**src/rtl/trace_commit_monitor.sv**
```systemverilog
// trace_commit_monitor: commit-trace monitor for the CPU.
// Watches 1..LANES retiring instructions per cycle and classifies each one as
// REG, STORE, NOP or HALT. It numbers each record and queues it in a FIFO with
// a registered first-word-fall-through head, drained through a valid/ready
// port. It also counts cycles and retired instructions, and stops on HALT.
// Optional build macro TRACE_WATCHDOG_EN: stop with timeout=1 once cycle_cnt
// reaches MAX_CYCLES. Without the macro, timeout is tied low.
module trace_commit_monitor #(
  parameter int DATA_W     = 16,
  parameter int REG_W      = 4,
  parameter int LANES      = 1,
  parameter int FIFO_DEPTH = 8,
  parameter int CNT_W      = 32,
  parameter int MAX_CYCLES = 1000
) (
  input  logic                    clk,
  input  logic                    rst_n,
  input  logic [LANES-1:0]        commit_vld,
  input  logic [LANES*DATA_W-1:0] commit_pc,
  input  logic [LANES-1:0]        commit_reg_we,
  input  logic [LANES*REG_W-1:0]  commit_reg_idx,
  input  logic [LANES*DATA_W-1:0] commit_reg_data,
  input  logic [LANES-1:0]        commit_mem_rd,
  input  logic [LANES-1:0]        commit_mem_wr,
  input  logic [LANES*DATA_W-1:0] commit_mem_addr,
  input  logic [LANES*DATA_W-1:0] commit_mem_data,
  input  logic [LANES-1:0]        commit_halt,
  output logic                    rec_valid,
  input  logic                    rec_ready,
  output logic [1:0]              rec_kind,
  output logic                    rec_load,
  output logic [CNT_W-1:0]        rec_inum,
  output logic [DATA_W-1:0]       rec_pc,
  output logic [REG_W-1:0]        rec_reg,
  output logic [DATA_W-1:0]       rec_addr,
  output logic [DATA_W-1:0]       rec_value,
  output logic [CNT_W-1:0]        cycle_cnt,
  output logic [CNT_W-1:0]        inst_cnt,
  output logic                    overflow,
  output logic                    halted,
  output logic                    timeout,
  output logic                    done
);

  localparam int AW = $clog2(FIFO_DEPTH);

  typedef enum logic [1:0] {KIND_REG, KIND_STORE, KIND_NOP, KIND_HALT} kind_e;
  typedef enum logic [1:0] {ST_RUN, ST_HALTED, ST_TIMEOUT} state_e;

  typedef struct packed {
    logic [1:0]        kind;
    logic              load;
    logic [CNT_W-1:0]  inum;
    logic [DATA_W-1:0] pc;
    logic [REG_W-1:0]  rg;
    logic [DATA_W-1:0] addr;
    logic [DATA_W-1:0] value;
  } rec_t;

  // Counters stick at all-ones instead of wrapping.
  function automatic logic [CNT_W-1:0] sat_add(input logic [CNT_W-1:0] a, input logic [1:0] b);
    logic [CNT_W:0] s;
    s = {1'b0, a} + (CNT_W+1)'(b);
    return s[CNT_W] ? '1 : s[CNT_W-1:0];
  endfunction

  // Priority: register write, then halt, then store, else NOP.
  function automatic rec_t build_rec(
    input logic we, input logic rd, input logic wr, input logic hlt,
    input logic [DATA_W-1:0] pc, input logic [REG_W-1:0] idx,
    input logic [DATA_W-1:0] rdata, input logic [DATA_W-1:0] addr,
    input logic [DATA_W-1:0] mdata, input logic [CNT_W-1:0] inum);
    rec_t r;
    r      = '0;
    r.inum = inum;
    r.pc   = pc;
    if (we) begin
      r.kind  = KIND_REG;
      r.load  = rd;
      r.rg    = idx;
      r.addr  = rd ? addr : '0;
      r.value = rdata;
    end else if (hlt) begin
      r.kind = KIND_HALT;
    end else if (wr) begin
      r.kind  = KIND_STORE;
      r.addr  = addr;
      r.value = mdata;
    end else begin
      r.kind = KIND_NOP;
    end
    return r;
  endfunction

  // Lane view padded to two lanes; absent lanes read as idle.
  logic [1:0]        w_vld, w_we, w_rd, w_wr, w_halt;
  logic [DATA_W-1:0] w_pc [2];
  logic [DATA_W-1:0] w_rdata [2];
  logic [DATA_W-1:0] w_addr [2];
  logic [DATA_W-1:0] w_mdata [2];
  logic [REG_W-1:0]  w_idx [2];

  for (genvar gl = 0; gl < 2; gl++) begin : g_lane
    if (gl < LANES) begin : g_on
      assign w_vld[gl]   = commit_vld[gl];
      assign w_we[gl]    = commit_reg_we[gl];
      assign w_rd[gl]    = commit_mem_rd[gl];
      assign w_wr[gl]    = commit_mem_wr[gl];
      assign w_halt[gl]  = commit_halt[gl];
      assign w_pc[gl]    = commit_pc[gl*DATA_W +: DATA_W];
      assign w_rdata[gl] = commit_reg_data[gl*DATA_W +: DATA_W];
      assign w_addr[gl]  = commit_mem_addr[gl*DATA_W +: DATA_W];
      assign w_mdata[gl] = commit_mem_data[gl*DATA_W +: DATA_W];
      assign w_idx[gl]   = commit_reg_idx[gl*REG_W +: REG_W];
    end else begin : g_off
      assign w_vld[gl]   = 1'b0;
      assign w_we[gl]    = 1'b0;
      assign w_rd[gl]    = 1'b0;
      assign w_wr[gl]    = 1'b0;
      assign w_halt[gl]  = 1'b0;
      assign w_pc[gl]    = '0;
      assign w_rdata[gl] = '0;
      assign w_addr[gl]  = '0;
      assign w_mdata[gl] = '0;
      assign w_idx[gl]   = '0;
    end
  end

  state_e           r_state;
  logic             r_halted, r_timeout, r_overflow, r_valid;
  logic [CNT_W-1:0] r_cycle, r_inst;
  logic [AW-1:0]    r_wptr, r_rptr;
  logic [AW:0]      r_count;
  rec_t             r_head;
  rec_t             r_mem [FIFO_DEPTH];

  logic             w_run, w_halt_now, w_fire, w_pop, w_drop;
  logic [1:0]       w_is_halt, w_proc, w_push, w_nproc, w_npush;
  logic [AW+1:0]    w_free;
  logic [AW-1:0]    w_wr_addr [2];
  logic [AW-1:0]    w_wptr_nxt, w_rptr_nxt;
  logic [AW:0]      w_count_nxt;
  rec_t             w_rec [2];
  rec_t             w_head_nxt;

  // A lane is a HALT only when it does not also write a register.
  assign w_is_halt  = ~w_we & w_halt;
  assign w_run      = (r_state == ST_RUN);
  assign w_proc[0]  = w_run & w_vld[0];
  assign w_proc[1]  = w_run & w_vld[1] & ~(w_proc[0] & w_is_halt[0]);
  assign w_halt_now = |(w_proc & w_is_halt);
  assign w_nproc    = {1'b0, w_proc[0]} + {1'b0, w_proc[1]};

`ifdef TRACE_WATCHDOG_EN
  assign w_fire = w_run & ~w_halt_now & (r_cycle >= CNT_W'(MAX_CYCLES));
`else
  assign w_fire = 1'b0;
`endif

  // A pop in this cycle frees a slot for a push in the same cycle.
  assign w_pop     = r_valid & rec_ready;
  assign w_free    = (AW+2)'(FIFO_DEPTH) - (AW+2)'(r_count) + (AW+2)'(w_pop);
  assign w_push[0] = w_proc[0] & (w_free != '0);
  assign w_push[1] = w_proc[1] & (w_free > (AW+2)'(w_push[0]));
  assign w_drop    = |(w_proc & ~w_push);
  assign w_npush   = {1'b0, w_push[0]} + {1'b0, w_push[1]};

  assign w_wr_addr[0] = r_wptr;
  assign w_wr_addr[1] = r_wptr + AW'(w_push[0]);
  assign w_wptr_nxt   = r_wptr + AW'(w_npush);
  assign w_rptr_nxt   = r_rptr + AW'(w_pop);
  assign w_count_nxt  = r_count - (AW+1)'(w_pop) + (AW+1)'(w_npush);

  // Build both lane records and pick the head that is visible after the edge.
  always_comb begin
    // NOTE: every signal gets a default first so no path infers a latch.
    w_head_nxt = '0;
    w_rec[0] = build_rec(w_we[0], w_rd[0], w_wr[0], w_halt[0], w_pc[0], w_idx[0],
                         w_rdata[0], w_addr[0], w_mdata[0], r_inst);
    w_rec[1] = build_rec(w_we[1], w_rd[1], w_wr[1], w_halt[1], w_pc[1], w_idx[1],
                         w_rdata[1], w_addr[1], w_mdata[1], sat_add(r_inst, {1'b0, w_proc[0]}));
    if (w_count_nxt != '0) begin
      if (w_push[0] && (w_wr_addr[0] == w_rptr_nxt))      w_head_nxt = w_rec[0];
      else if (w_push[1] && (w_wr_addr[1] == w_rptr_nxt)) w_head_nxt = w_rec[1];
      else                                                w_head_nxt = r_mem[w_rptr_nxt];
    end
  end

  // Record storage, written in lane order.
  // NOTE: storage is not reset; r_count says which slots are valid and the head register is reset separately.
  always_ff @(posedge clk) begin
    if (w_push[0]) r_mem[w_wr_addr[0]] <= w_rec[0];
    if (w_push[1]) r_mem[w_wr_addr[1]] <= w_rec[1];
  end

  // FIFO pointers, occupancy, registered head and sticky overflow.
  always_ff @(posedge clk or negedge rst_n) begin
    if (!rst_n) begin
      r_wptr     <= '0;
      r_rptr     <= '0;
      r_count    <= '0;
      r_valid    <= 1'b0;
      r_head     <= '0;
      r_overflow <= 1'b0;
    end else begin
      // NOTE: non-blocking assignments, so every flop samples pre-edge values.
      r_wptr  <= w_wptr_nxt;
      r_rptr  <= w_rptr_nxt;
      r_count <= w_count_nxt;
      r_valid <= (w_count_nxt != '0);
      r_head  <= w_head_nxt;
      if (w_drop) r_overflow <= 1'b1;
    end
  end

  // Run/halt/timeout FSM with the counters it freezes.
  always_ff @(posedge clk or negedge rst_n) begin
    if (!rst_n) begin
      r_state   <= ST_RUN;
      r_halted  <= 1'b0;
      r_timeout <= 1'b0;
      r_cycle   <= '0;
      r_inst    <= '0;
    end else begin
      case (r_state)
        ST_RUN: begin
          r_inst <= sat_add(r_inst, w_nproc);
          if (!w_fire) r_cycle <= sat_add(r_cycle, 2'd1);
          if (w_halt_now) begin
            r_state  <= ST_HALTED;
            r_halted <= 1'b1;
          end else if (w_fire) begin
            r_state   <= ST_TIMEOUT;
            r_timeout <= 1'b1;
          end
        end
        default: ;
      endcase
    end
  end

  assign rec_valid = r_valid;
  assign rec_kind  = r_head.kind;
  assign rec_load  = r_head.load;
  assign rec_inum  = r_head.inum;
  assign rec_pc    = r_head.pc;
  assign rec_reg   = r_head.rg;
  assign rec_addr  = r_head.addr;
  assign rec_value = r_head.value;
  assign cycle_cnt = r_cycle;
  assign inst_cnt  = r_inst;
  assign overflow  = r_overflow;
  assign halted    = r_halted;
  assign timeout   = r_timeout;
  assign done      = (r_halted | r_timeout) & ~r_valid;

endmodule

```
**config.mk**
```make
export PLATFORM = sky130hd
export DESIGN_NAME = trace_commit_monitor
export DESIGN_NICKNAME = d
export VERILOG_FILES = /design/src/rtl/trace_commit_monitor.sv
export SDC_FILE = /design/constraint.sdc
export NUM_CORES = 1
export LEC_CHECK = 0
export ABC_AREA = 0
export ABC_CLOCK_PERIOD_IN_PS = 12300
export CORE_ASPECT_RATIO = 0.5
export CORE_MARGIN = 2
export CORE_UTILIZATION = 30
export CTS_BUF_LIST = sky130_fd_sc_hd__clkbuf_4
export CTS_CLUSTER_DIAMETER = 100
export DETAILED_ROUTE_END_ITERATION = 8
export DONT_BUFFER_PORTS = 1
export PLACE_DENSITY = 0.46
export SLEW_MARGIN = 5
export SYNTH_ARGS = -nofsm -noshare
export SYNTH_HDL_FRONTEND = slang
export SYNTH_SLANG_ARGS = --single-unit
export TNS_END_PERCENT = 20
```
**constraint.sdc**
```tcl
create_clock -name clk -period 12.3 [get_ports clk]
set_input_delay 1.23 -clock clk [delete_from_list [all_inputs] [get_ports clk]]
set_output_delay 1.23 -clock clk [all_outputs]
set_load 0.01 [all_outputs]
```
==> results.yml <==
critical_path:
  critPathMaxStageDelay_ns: 0.70
  worstPathCellList: "nand2_1 -> ha_1 -> inv_1 -> ha_1 -> nand3_1 -> mux2_2 -> o21ai_1 -> ha_1 -> inv_1 -> ha_1 -> inv_1 -> fa_1 -> inv_1 -> nor4_4 -> buf_4 -> a211oi_1"
  worstPathRequired_ns: 13.16
  r2r_slack_ns: 7.93
  worstPathArrival_ns: 5.24
  end_kind: "flop"
  critical_path_class: "flop to flop"
  cpMaxStageDelayCell: "buf_4"
  start_kind: "flop"
  path_max_fanout: 45
timing:
  setup_viol: 0
  rsz0062_at_grt: "no"
  slew_violations: 0
  skew_ns: 0.06503
  hold_viol_final: 0
  slew_headroom: 0.2497
  tightest_slew_ns: 1.125
  period_needed_ns: 4.373
  period_share: 0.3556
  whs_ns: 0.1967
  tns_ns: 0
  clock.fmax_mhz: 228.7
  setup_slack_ns: 7.927
synth:
  synthDistinctLibCells: 57
  yosysSeqAreaShare: 0.7386
  syn-num-nets: 1880
  ys.flop_type: "edfxtp_1"
  ys_warn_count: 0
  synth-async-reset-ratio: 0.1907
  ys_ff_latch: 860
  synth_edf_count: 696
  synthCells: 1788
  syn-cell-area_sq_mm: 0.03385
  syn_avg_cell_area_sq_um: 18.93
layout:
  nFillCells: 10800
  area_delta_synth_final_pct: 13.22
  drive_gt1_frac: 0.2791
  layout_common_cells: "696 x edfxtp_1, 313 x clkbuf_4, 174 x mux4_2"
  final_nets: 1999
  largest_reg_flops: 696
  fin_util: 0.3412
  layout_commonest_cell: "edfxtp_1"
clock_tree:
  cts-root-buf: "clkbuf_4"
  htreeDepth: 4
  cts_made_buffers: 204
  insertion_delay_ns: 1.08
  cts_num_sinks: 860
  cts_tree: "built"
  ctsLongestPathBuffers: 3
  path_clk_slew_ns: 0.08
  cts_resized: 0
grt:
  antenna_found_initial: 6
  grt_pass1_wl_um: 124500
  grt-ovfl-total: 0
  grt_pass1_vias: 18400
  grt_max_degree: 165
  grt_usage: 0.1463
drt:
  dr.pass1.iters: 5
  detail-route-antenna-nets: 0
  viasPerCell: 4.720
  drt_first_iter_violations: 1027
  wl_um: 83790
  vias: 17010
  drc: 0
  wl_per_cell_um: 23.26
job:
  maxCapViolCount: 0
floorplan:
  row_count: 87
  die_h_um: 241.5
  start_util: 0.3013
  fp.dieW_um: 479.1
  coreArea_sq_mm: 0.1123
  dieArea_sq_mm: 0.1157
  num_io_pins: 232
placed_design:
  place_congestion: 0.7067
  pre_cts_ws_ns: 7.137
  dpl.hpwl_um: 44900
  port_buffers: 0
power_and_ir_drop:
  vdd_drop_max_v: 0.0001477
  powerDensity_mw_per_mm2: 216.2
  total_power_uw: 8288
  p_leak_uw: 0.01341
status:
  outcome: "completed"
hold_path:
  hold_path.class: "input port to async pin"
==> layer usage <==
| metal | vias up | part of all wire | GRT usage |
|---|---|---|---|
| met1 | 8962 | 0.43 | 0.1841 |
| met3 | 128 | 0.048 | 0.03996 |
| met5 | - | 0.00016 | 0 |
| met2 | 380 | 0.50 | 0.2425 |
| met4 | 2 | 0.021 | 0.05140 |
| li1 | 7535 | - | - |
==> metrics by stage <==
| stage | cell area [sq um] | std cells |
|---|---|---|
| after detailed placement | 35500 | 3213 |
| after CTS | 38320 | 3598 |
| after global placement | 35500 | 3213 |
| after global routing | 38330 | 3603 |
| final | 38330 | 3603 |
| after floorplan | 33850 | 1788 |
==> final timing paths <==
kind / end / cells after the start / from
worst min register to register: overflow / 2 / overflow
worst min-delay path: rec_value[14] / 1 / rst_n
max in group asynchronous: cycle_cnt[26] / 1 / rst_n
min in group clk: r_mem[3][39] / 0 / commit_pc[3]
worst max-delay path: rec_inum[12] / 16 / rec_valid
worst max register to register: rec_inum[12] / 16 / rec_valid
==> timing repair <==
item | 4_1_cts | 5_1_grt
hold endpoints to repair | 164 | 0
setup buffers | 0 | 0
endpoints found under the setup margin | 0 | 0
hold buffers | 1 | 0
==> Yosys cell counts, types with 3 or more instances <==
master    count  share of area
a211oi_1     88          0.020
a21oi_1      33         0.0049
a22o_1       16         0.0041
a31o_2        3        0.00078
a31oi_1       7         0.0013
and2_1       26         0.0048
and3_1       12         0.0022
and4_1        5         0.0013
and4b_1       3        0.00089
buf_1         6        0.00067
buf_2        29         0.0043
buf_4        33         0.0073
clkbuf_1     59         0.0065
dfrtp_1     164           0.12
edfxtp_1    696           0.62
ha_1         15         0.0055
inv_1        16         0.0018
mux2_2        3         0.0010
mux2i_1      89          0.026
mux4_2      174           0.12
nand2_1      65         0.0072
nand3_1      24         0.0035
nand4_1      14         0.0026
nor2_1       90          0.010
nor2b_1       5        0.00092
nor3_1       13         0.0019
nor4_1        9         0.0017
o21ai_0       4        0.00059
xnor2_1      23         0.0060
xor2_1       26         0.0067
==> logic make-up after synthesis <==
kind of cell	synth area share
flops	0.7386
xor+xnor	0.01338
fa+ha+maj	0.006135
compound gates	0.03289
other cells	0.0001108
simple gates	0.04454
mux	0.1431
buf+inv	0.02125
==> area by class of cell <==
cell class,instances,area [sq um],area share
sequential,860,25000,0.6523
multi-input combinational,783,8239,0.2150
clock buffer,313,2350,0.06130
tap,1513,1893,0.04939
clock inverter,71,435.4,0.01136
timing repair buffer,42,335.3,0.008748
inverter,16,60.06,0.001567
antenna,5,12.51,0.0003264
==> worst max-delay path, delay by kind of cell, from the launching register on <==
| family | cells | cell delay, ns |
|---|---|---|
| AOI/OAI and AO/OA | 2 | 0.59 |
| adders and majority gates | 5 | 1.36 |
| buffers and inverters | 5 | 0.95 |
| DFF | 1 | 0.42 |
| muxes | 1 | 0.31 |
| and+or+nand+nor | 3 | 0.50 |
==> where the power goes <==
| part | internal [uW] | switching, uW | leakage [uW] |
|---|---|---|---|
| Clock | 1250 | 1190 | 0.00165 |
| Combinational | 1090 | 1140 | 0.00340 |
| Sequential | 3360 | 257 | 0.00836 |
| Total | 5710 | 2580 | 0.0134 |
Power figures use the tool's default switching activity.
